## src/rtl/seg7_scan_ctrl.sv

```systemverilog
// Scan controller for an 8-digit multiplexed 7-segment display.
// Holds a 32-bit hex value and a control word; drives active-low digit enables and segments.
module seg7_scan_ctrl #(
  parameter int unsigned SCAN_DIV  = 20000,
  parameter int unsigned BLANK_CYC = 2
) (
  input  logic        clk,
  input  logic        rst_n_i,
  input  logic        wr_en_i,
  input  logic        wr_addr_i,
  input  logic [31:0] wr_data_i,
  output logic [7:0]  led_en_o,
  output logic [7:0]  led_c_o,
  output logic [2:0]  digit_o
);

  typedef enum logic [1:0] {
    ST_OFF,
    ST_BLANK,
    ST_SHOW
  } state_e;

  localparam logic [19:0] SHOW_LAST  = 20'(SCAN_DIV - 1);
  localparam logic [19:0] BLANK_LAST = 20'(BLANK_CYC - 1);
  // Only bits [16:0] of CTRL carry meaning, so the upper bits are never stored.
  localparam logic [16:0] CTRL_RST   = 17'h1_00FF;

  state_e      state_q, state_d;
  logic [19:0] cnt_q, cnt_d;
  logic [2:0]  idx_q, idx_d;
  logic [31:0] data_q, data_d;
  logic [16:0] ctrl_q, ctrl_d;
  logic [7:0]  led_en_q, led_en_d;
  logic [7:0]  led_c_q, led_c_d;

  logic [7:0]  digit_mask;
  logic [7:0]  dp_mask;
  logic        disp_en;

  assign digit_mask = ctrl_q[7:0];
  assign dp_mask    = ctrl_q[15:8];
  assign disp_en    = ctrl_q[16];

  // Segment pattern {ca..cg,dp}, active-low, decimal point off.
  function automatic logic [7:0] hex_seg(input logic [3:0] nib);
    logic [7:0] seg;
    unique case (nib)
      4'h0: seg = 8'h03;
      4'h1: seg = 8'h9F;
      4'h2: seg = 8'h25;
      4'h3: seg = 8'h0D;
      4'h4: seg = 8'h99;
      4'h5: seg = 8'h49;
      4'h6: seg = 8'h41;
      4'h7: seg = 8'h1F;
      4'h8: seg = 8'h01;
      4'h9: seg = 8'h09;
      4'hA: seg = 8'h11;
      4'hB: seg = 8'hC1;
      4'hC: seg = 8'h63;
      4'hD: seg = 8'h85;
      4'hE: seg = 8'h61;
      default: seg = 8'h71;
    endcase
    return seg;
  endfunction

  always_comb begin
    // NOTE: every signal gets a default first so no path leaves it unassigned (no latches).
    data_d   = data_q;
    ctrl_d   = ctrl_q;
    state_d  = state_q;
    cnt_d    = cnt_q;
    idx_d    = idx_q;
    led_en_d = 8'hFF;
    led_c_d  = 8'hFF;

    if (wr_en_i) begin
      if (wr_addr_i) ctrl_d = wr_data_i[16:0];
      else           data_d = wr_data_i;
    end

    unique case (state_q)
      ST_OFF: begin
        if (disp_en) begin
          state_d = ST_BLANK;
          cnt_d   = '0;
        end
      end
      ST_BLANK: begin
        if (cnt_q == BLANK_LAST) begin
          state_d = ST_SHOW;
          cnt_d   = '0;
        end else begin
          cnt_d = cnt_q + 20'd1;
        end
      end
      ST_SHOW: begin
        if (cnt_q == SHOW_LAST) begin
          state_d = ST_BLANK;
          cnt_d   = '0;
          idx_d   = idx_q + 3'd1;
        end else begin
          cnt_d = cnt_q + 20'd1;
        end
      end
      default: state_d = ST_OFF;
    endcase

    // Disable overrides any dwell-end transition decided above.
    if (!disp_en) begin
      state_d = ST_OFF;
      cnt_d   = '0;
      idx_d   = '0;
    end

    // Outputs are registered from the next state so they line up with state_q.
    if (state_d == ST_SHOW && digit_mask[idx_d]) begin
      led_en_d = ~(8'h01 << idx_d);
      led_c_d  = hex_seg(data_q[{idx_d, 2'b00} +: 4]) & ~{7'b0, dp_mask[idx_d]};
    end
  end

  always_ff @(posedge clk or negedge rst_n_i) begin
    if (!rst_n_i) begin
      state_q  <= ST_BLANK;
      cnt_q    <= '0;
      idx_q    <= '0;
      data_q   <= '0;
      ctrl_q   <= CTRL_RST;
      led_en_q <= 8'hFF;
      led_c_q  <= 8'hFF;
    end else begin
      // NOTE: non-blocking assignments so every flop samples pre-edge values.
      state_q  <= state_d;
      cnt_q    <= cnt_d;
      idx_q    <= idx_d;
      data_q   <= data_d;
      ctrl_q   <= ctrl_d;
      led_en_q <= led_en_d;
      led_c_q  <= led_c_d;
    end
  end

  assign led_en_o = led_en_q;
  assign led_c_o  = led_c_q;
  assign digit_o  = idx_q;

endmodule
```

## config.mk

```make
export PLATFORM = sky130hd
export DESIGN_NAME = seg7_scan_ctrl
export DESIGN_NICKNAME = d
export VERILOG_FILES = /design/src/rtl/seg7_scan_ctrl.sv
export SDC_FILE = /design/constraint.sdc
export NUM_CORES = 1
export LEC_CHECK = 0
export CORE_MARGIN = 2
export CORE_UTILIZATION = 60
export CTS_CLUSTER_SIZE = 10
export DETAILED_ROUTE_END_ITERATION = 12
export PLACE_DENSITY = 0.82
export SLEW_MARGIN = 10
export SYNTH_ARGS = -nofsm -noshare
export SYNTH_HDL_FRONTEND = slang
export SYNTH_SLANG_ARGS = --single-unit
```

## constraint.sdc

```tcl
create_clock -name clk -period 7.8 [get_ports clk]
set_input_delay 1.17 -clock clk [delete_from_list [all_inputs] [get_ports clk]]
set_output_delay 1.17 -clock clk [all_outputs]
set_load 0.05 [all_outputs]
```

==> results of run 1 <==
## power by group
group	internal, W	switching, W
Combinational	0.0000809	0.0000756
Clock	0.000118	0.000168
Sequential	0.000513	0.0000315
Total	0.000712	0.000276
## area by class of cell
type                       instances  area [um^2]  area share, %
inverter                          13         51.3          0.965
multi-input combinational        277         2120           39.8
clock buffer                       9          124           2.33
tap                               99          124           2.33
timing repair buffer              57          561           10.5
clock inverter                     7         55.1           1.04
sequential                        90         2280           43.0
## worst max-delay path: stages, from the launching register on
cell     delay [ns]
dfrtp_1        0.43
ha_1           0.23
and4_1         0.29
nand4_2        0.19
nor4_1         0.39
o21ai_4        0.17
inv_4          0.22
mux2i_1        0.22
o22ai_1        0.09
nor2_1         0.48
inv_1          0.15
ha_1           0.29
mux4_2         0.48
or2_1          0.22
## logic make-up after synthesis
| logic type | after synthesis | share of synthesized area, % |
|---|---|---|
| simple gates | 120 | 13.4 |
| fa+ha+maj | 13 | 3.60 |
| buf+inv | 31 | 2.88 |
| compound gates | 66 | 11.0 |
| xor+xnor | 11 | 2.13 |
| mux | 67 | 16.5 |
| flops | 90 | 50.5 |
## stage by stage
| step | power, W | worst slack, ns |
|---|---|---|
| after floorplan | 0.000647 | 4.24 |
| after global placement | 0.000700 | 4.11 |
| after detailed placement | 0.000709 | 3.89 |
| after CTS | 0.000996 | 3.88 |
| after global routing | 0.00104 | 3.57 |
| final | 0.000987 | 3.88 |
## registers in the layout (all words and copies together), names as in the netlist
name / count
led_en_o: 8
digit_o: 3
state_q: 2
data_q: 32
cnt_q: 20
led_c_o: 8
ctrl_q: 17
## layer usage
layer | vias up | routed length (um) | GRT usage, %
li1 | 1524 | - | -
met1 | 1599 | 4290 | 34.1
met2 | 86 | 4350 | 36.3
met3 | 19 | 452 | 4.42
met4 | 0 | 197 | 9.97
met5 | - | 0 | 0
## cell usage in the layout, fill, tap and decap left out, types with 2 or more instances in the layout
master,n
dfrtp_1,64
clkdlybuf4s50_1,53
mux2_2,50
nand2_1,35
nor2_1,29
dfstp_2,26
o21ai_0,18
mux2i_1,16
nand3_1,15
ha_1,13
inv_1,12
a21oi_1,9
clkbuf_8,9
xor2_1,7
nor3_1,6
a221o_1,5
nand3b_1,4
o22ai_1,4
xnor2_1,4
and2_1,4
o31ai_1,4
buf_4,4
nor4_1,3
nor2b_1,3
nand2b_1,3
clkinv_4,3
nor4_2,2
or2_2,2
o22a_1,2
or3_1,2
a31oi_1,2
o21a_1,2
o221a_2,2
o22ai_2,2
a211o_1,2
nand4_1,2
clkinvlp_4,2
## how the worst max path moves through the flow
stage                              start                   end  slack, ns  cells after the start
floorplan           cnt_q[0]$_DFFE_PN0P_  led_c_o[4]$_DFF_PN1_       4.24                     14
CTS                 cnt_q[0]$_DFFE_PN0P_  led_c_o[4]$_DFF_PN1_       3.88                     13
finish              cnt_q[0]$_DFFE_PN0P_  led_c_o[4]$_DFF_PN1_       3.88                     13
global placement    cnt_q[0]$_DFFE_PN0P_  led_c_o[4]$_DFF_PN1_       4.11                     13
global route        cnt_q[0]$_DFFE_PN0P_  led_c_o[4]$_DFF_PN1_       3.57                     13
detailed placement  cnt_q[0]$_DFFE_PN0P_  led_c_o[4]$_DFF_PN1_       3.89                     13
==> key figures, run 1 <==
Timing
  – Final setup violating endpoints: 0
  – Final period util: 50.3%
  – Hold Vio Cnt, Final: 0
  – Hold WS: 0.518 ns
  – Post-Route Skew: 0.00632 ns
  – Worst-Margin Slew: 0.792 ns
  – Tmin final: 3.92 ns
  – RSZ-0062 raised after global routing: no
  – Slew HR: 47.1%
  – Fin. max-slew vios: 0
  – Setup TNS: 0 ns
  – Fmax: 0.255 GHz

Worst setup path
  – FF-to-FF setup slack: 3.88 ns
  – Endpoint class of the critical path: flop
  – CP Launch Type: flop
  – Source of the worst register-to-register timing path: cnt_q[0]$_DFFE_PN0P_
  – Reg-to-Reg End: led_c_o[4]$_DFF_PN1_
  – Worst R2R Path Depth: 13
  – CP Max Fanout: 16
  – Data arrival, critical path: 4.22 ns
  – Setup CP Type: reg2reg
  – Critical Path RT: 8.09 ns

Floorplan
  – # rows: 31
  – Die W: 90.8 um
  – IO Pins: 55
  – Starting Density: 62.0%
  – Die area: 8250 um^2
  – CORE AREA: 7290 um^2
  – Die height: 90.8 um

Global routing
  – Total GRT Usage: 23.9%
  – Largest net degree at the start of global routing: 63
  – Overflow after GRT: 0
  – First-pass GRT wire length: 15,800 um
  – Via count of the first global-routing pass: 3,237
  – Initial antenna violation count: 0

Flow run
  – Max cap viols: 0

Min path
  – WHS Path Cells: 1
  – Sink of the worst hold path: data_q[0]$_DFFE_PN0P_
  – Hold Path Class: reg2reg
  – Hold path start: data_q[0]$_DFFE_PN0P_

Routing
  – Vias per cell: 5.85
  – 1st-iter DRT viols: 206
  – Total Routed Length: 9290 um
  – Routed wire per std cell: 16.8 um
  – Drt pass-1 iters: 4
  – Via count: 3,228
  – Final ANT Viol Nets: 0
  – Post-route DRC violation count: 0

Yosys
  – Synthesis-stage register bit count: 90
  – Synth area leaders: dfrtp_1 (35%), dfstp_2 (15%), mux2_2 (12%)
  – Commonest cells in the netlist: dfrtp_1 (64), mux2_2 (50), nand2_1 (35), nor2_1 (29), dfstp_2 (26)
  – Top-count cell post-synth: dfrtp_1
  – Yosys Warn Count: 0
  – Ys async rst share: 100%
  – Post-Syn Area: 4520 um^2
  – Post-synth top area share: 35.4%
  – Synth unique cells: 60
  – Syn Nets: 447
  – Top_reg_cell synth: dfrtp_1
  – Post-synth EDFFs: 0
  – Synth area leader: dfrtp_1
  – Post-Syn Instances: 398
  – Synthesized area per cell: 11.4 um^2
  – Seq/Total Area, Yosys: 50.5%

Cells and area
  – Post-layout util: 72.9%
  – Non-filler cells, final: 552
  – Share of layout cells above drive strength 1: 25.4%
  – Fillers: 545
  – Antenna Cells: 0
  – Design area: 5320 um^2
  – Area grow syn2layout: 17.5%
  – Nets: 497

Clocking
  – Clock Pin Slew Worst Setup and Hold Paths: 0.09 ns
  – Resized cells post-CTS: 0
  – Root Driver: clkbuf_8
  – Worst skew pair latency: 0.36 ns
  – Hold_buf cts: 0
  – Post-CTS setup buffer count: 0
  – Clock Sinks: 90
  – Num CTS Buffers: 9
  – Htree depth: 3
  – CTS tree: yes
  – Clock Path Buffers: 2

Power and ir drop
  – Maximum vdd drop: 0.110 mV
  – Pwr dens: 186 nW/um^2
  – Leak pwr: 2.12 nW

Placement
  – Placer Congestion: 0.840
  – HPWL after DPL: 6580 um
  – Cells after DPL: 536
  – Placement Cell Area: 5140 um^2
  – Port buffer count: 54

Status
  – Run status: complete, no violations
No activity file was read; power rests on OpenSTA's default activity.
==> inputs of run 2 (changes only) <==
- CORE_UTILIZATION: 60 -> 56
- PLACE_DENSITY: 0.82 -> 0.77
- clock period: 7.8 -> 3.9 ns (I/O delays scaled with it)
==> key figures, run 2 (synthesis gave the netlist of run 1 again) <==
Global routing
  – Via count of the first global-routing pass: 3,154 (-2.6%)
  – First-pass GRT wire length: 15,400 um (-2.7%)
  – Overflow after GRT: 0 (unchanged)
  – Initial antenna violation count: 0 (unchanged)
  – Total GRT Usage: 22.4% (-1.5 points)
  – Largest net degree at the start of global routing: 84 (+33%)

Routing
  – Vias per cell: 5.72 (-2.1%)
  – Final ANT Viol Nets: 0 (unchanged)
  – Post-route DRC violation count: 0 (unchanged)
  – Via count: 3,222 (-0.19%)
  – Drt pass-1 iters: 5 (+1)
  – Routed wire per std cell: 16.4 um (-2.3%)
  – 1st-iter DRT viols: 166 (-19%)
  – Total Routed Length: 9260 um (-0.32%)

Timing
  – Hold Vio Cnt, Final: 0 (unchanged)
  – Slew HR: 32.7% (-14 points)
  – Post-Route Skew: 0.00983 ns (+0.00351 ns)
  – Setup TNS: 0 ns (unchanged)
  – Worst-Margin Slew: 1.01 ns (+0.218 ns)
  – Final setup violating endpoints: 0 (unchanged)
  – Hold WS: 0.350 ns (-0.168 ns)
  – Final period util: 92.6% (+42 points)
  – Fin. max-slew vios: 0 (unchanged)
  – RSZ-0062 raised after global routing: no
  – Tmin final: 3.61 ns (-0.313 ns)
  – Fmax: 0.277 GHz (+8.7%)

Worst setup path
  – Setup CP Type: reg2reg
  – Data arrival, critical path: 3.90 ns (-0.32 ns)
  – Setup crit end: led_c_o[4]$_DFF_PN1_
  – Reg-to-Reg End: led_c_o[4]$_DFF_PN1_
  – CP Max Fanout: 9 (-7)
  – Delay-heaviest family, CP: simple AND/OR/NAND/NOR gates
  – Endpoint class of the critical path: flop
  – Number of stages on the worst setup path: 14 (+1)
  – Worst R2R Path Depth: 14 (+1)
  – CP Launch Type: flop
  – Cell-by-cell trace of the critical path: ha_1, and4_1, nand4_2, o31a_1, o21ai_4, inv_4, buf_4, mux2i_1, o22a_1, nand2_1, inv_1, ha_1, mux4_2, or2_1
  – Max incr delay on CP: 0.46 ns (-0.02 ns)
  – Critical Path RT: 4.19 ns (-3.90 ns)
  – Crit path launch: cnt_q[0]$_DFFE_PN0P_
  – FF-to-FF setup slack: 0.29 ns (-3.59 ns)
  – Cell repeated most along the worst path: ha_1
  – Source of the worst register-to-register timing path: cnt_q[0]$_DFFE_PN0P_
  – Worst Path Buf+Inv: 3 (+1)
  – Crit-path slowest cell: mux4_2

Power and ir drop
  – Leak pwr: 2.16 nW (+1.8%)
  – Pwr dens: 369 nW/um^2 (+99%)
  – Power Total: 0.00199 W (+100%)
  – Maximum vdd drop: 0.247 mV (+120%)

Placement
  – Port buffer count: 54 (unchanged)
  – Placer Congestion: 0.834 (-0.69%)
  – HPWL after DPL: 6650 um (+1.1%)

Clocking
  – Clock Path Buffers: 2 (unchanged)
  – Resized cells post-CTS: 0 (unchanged)
  – Clock Sinks: 90 (unchanged)
  – Hold_buf cts: 0 (unchanged)
  – Htree depth: 3 (unchanged)
  – Root Driver: clkbuf_8
  – Num CTS Buffers: 9 (unchanged)
  – Worst skew pair latency: 0.36 ns (about the same)
  – Clock Pin Slew Worst Setup and Hold Paths: 0.09 ns (about the same)
  – CTS tree: yes
  – Post-CTS setup buffer count: 0 (unchanged)

Cells and area
  – Area grow syn2layout: 19.1%
  – Largest regs: data_q: 32 flops, cnt_q: 20 flops, ctrl_q: 17 flops
  – Antenna Cells: 0 (unchanged)
  – Share of layout cells above drive strength 1: 26.9% (+1.5 points)
  – Most frequent cells in the layout: dfrtp_1 (64), clkdlybuf4s50_1 (53), mux2_2 (50)
  – Nets: 505 (+1.6%)
  – Post-layout util: 69.4% (-3.5 points)
  – Top reg by flops: data_q
  – Most common cell after layout, fill and taps aside: dfrtp_1
  – Max reg flops: 32 (unchanged)

Floorplan
  – CORE AREA: 7770 um^2 (+6.5%)
  – Die W: 93.9 um (+3.4%)
  – Die area: 8810 um^2 (+6.8%)
  – IO Pins: 55 (unchanged)
  – Die height: 93.9 um (+3.4%)
  – Starting Density: 58.2% (-3.8 points)
  – # rows: 32 (+3.2%)

Flow run
  – Max cap viols: 0 (unchanged)

Min path
  – Hold Path Class: in2async

Status
  – Run status: complete, no violations
run 2: cell count changes in the layout (fill, tap and decap cells not counted), sizes merged:
cell	previous run	this run
clkinv	4	1
clkbuf	9	11
buf	4	12
inv	14	15
run 2: worst min-delay path by stage:
stage | start | to | slack, ns
after floorplan | rst_n_i | cnt_q[0]$_DFFE_PN0P_ | 0.29
after global placement | data_q[11]$_DFFE_PN0P_ | data_q[11]$_DFFE_PN0P_ | 0.49
after detailed placement | data_q[11]$_DFFE_PN0P_ | data_q[11]$_DFFE_PN0P_ | 0.49
after CTS | rst_n_i | cnt_q[17]$_DFFE_PN0P_ | 0.43
after global routing | rst_n_i | cnt_q[16]$_DFFE_PN0P_ | 0.44
final | rst_n_i | cnt_q[18]$_DFFE_PN0P_ | 0.35
run 2: stage by stage:
stage               area (um^2)  instances  worst slack [ns]
floorplan                  4520        398             0.339
global placement           5200        547             0.375
detailed placement         5200        547             0.165
CTS                        5380        563             0.158
global route               5390        563            0.0428
finish                     5390        563             0.290
run 2: final cells by class:
| cell class | count | area, um^2 |
|---|---|---|
| fill | 571 | 2380 |
| clock buffer | 11 | 141 |
| multi-input combinational | 277 | 2130 |
| tap | 102 | 128 |
| timing repair buffer | 65 | 621 |
| inverter | 13 | 51.3 |
| clock inverter | 5 | 37.5 |
| sequential | 90 | 2280 |
run 2: routing by layer:
layer / vias up / part of all wire (%) / track usage [%] / routed length [um]
met5: - / 0 / 0 / 0
met4: 0 / 1.5 / 7.73 / 143
met3: 12 / 3.4 / 3.29 / 313
met2: 71 / 46 / 33.6 / 4270
met1: 1597 / 49 / 33.4 / 4530
li1: 1542 / - / - / -
run 2: power breakdown:
group | internal, W | total [W] | leakage [nW] | switching [W]
logic | 0.000168 | 0.000320 | 0.998 | 0.000152
clock network | 0.000253 | 0.000585 | 0.0863 | 0.000332
registers | 0.00103 | 0.00109 | 1.08 | 0.0000592
run 2: worst reg2reg max path: cells and delay by family (launching register included):
kind	cells	cell delay [ns]
AOI/OAI and AO/OA	3	0.75
adders and majority gates	2	0.50
buffers and inverters	3	0.38
DFF	1	0.43
muxes	2	0.59
and+or+nand+nor	4	0.92
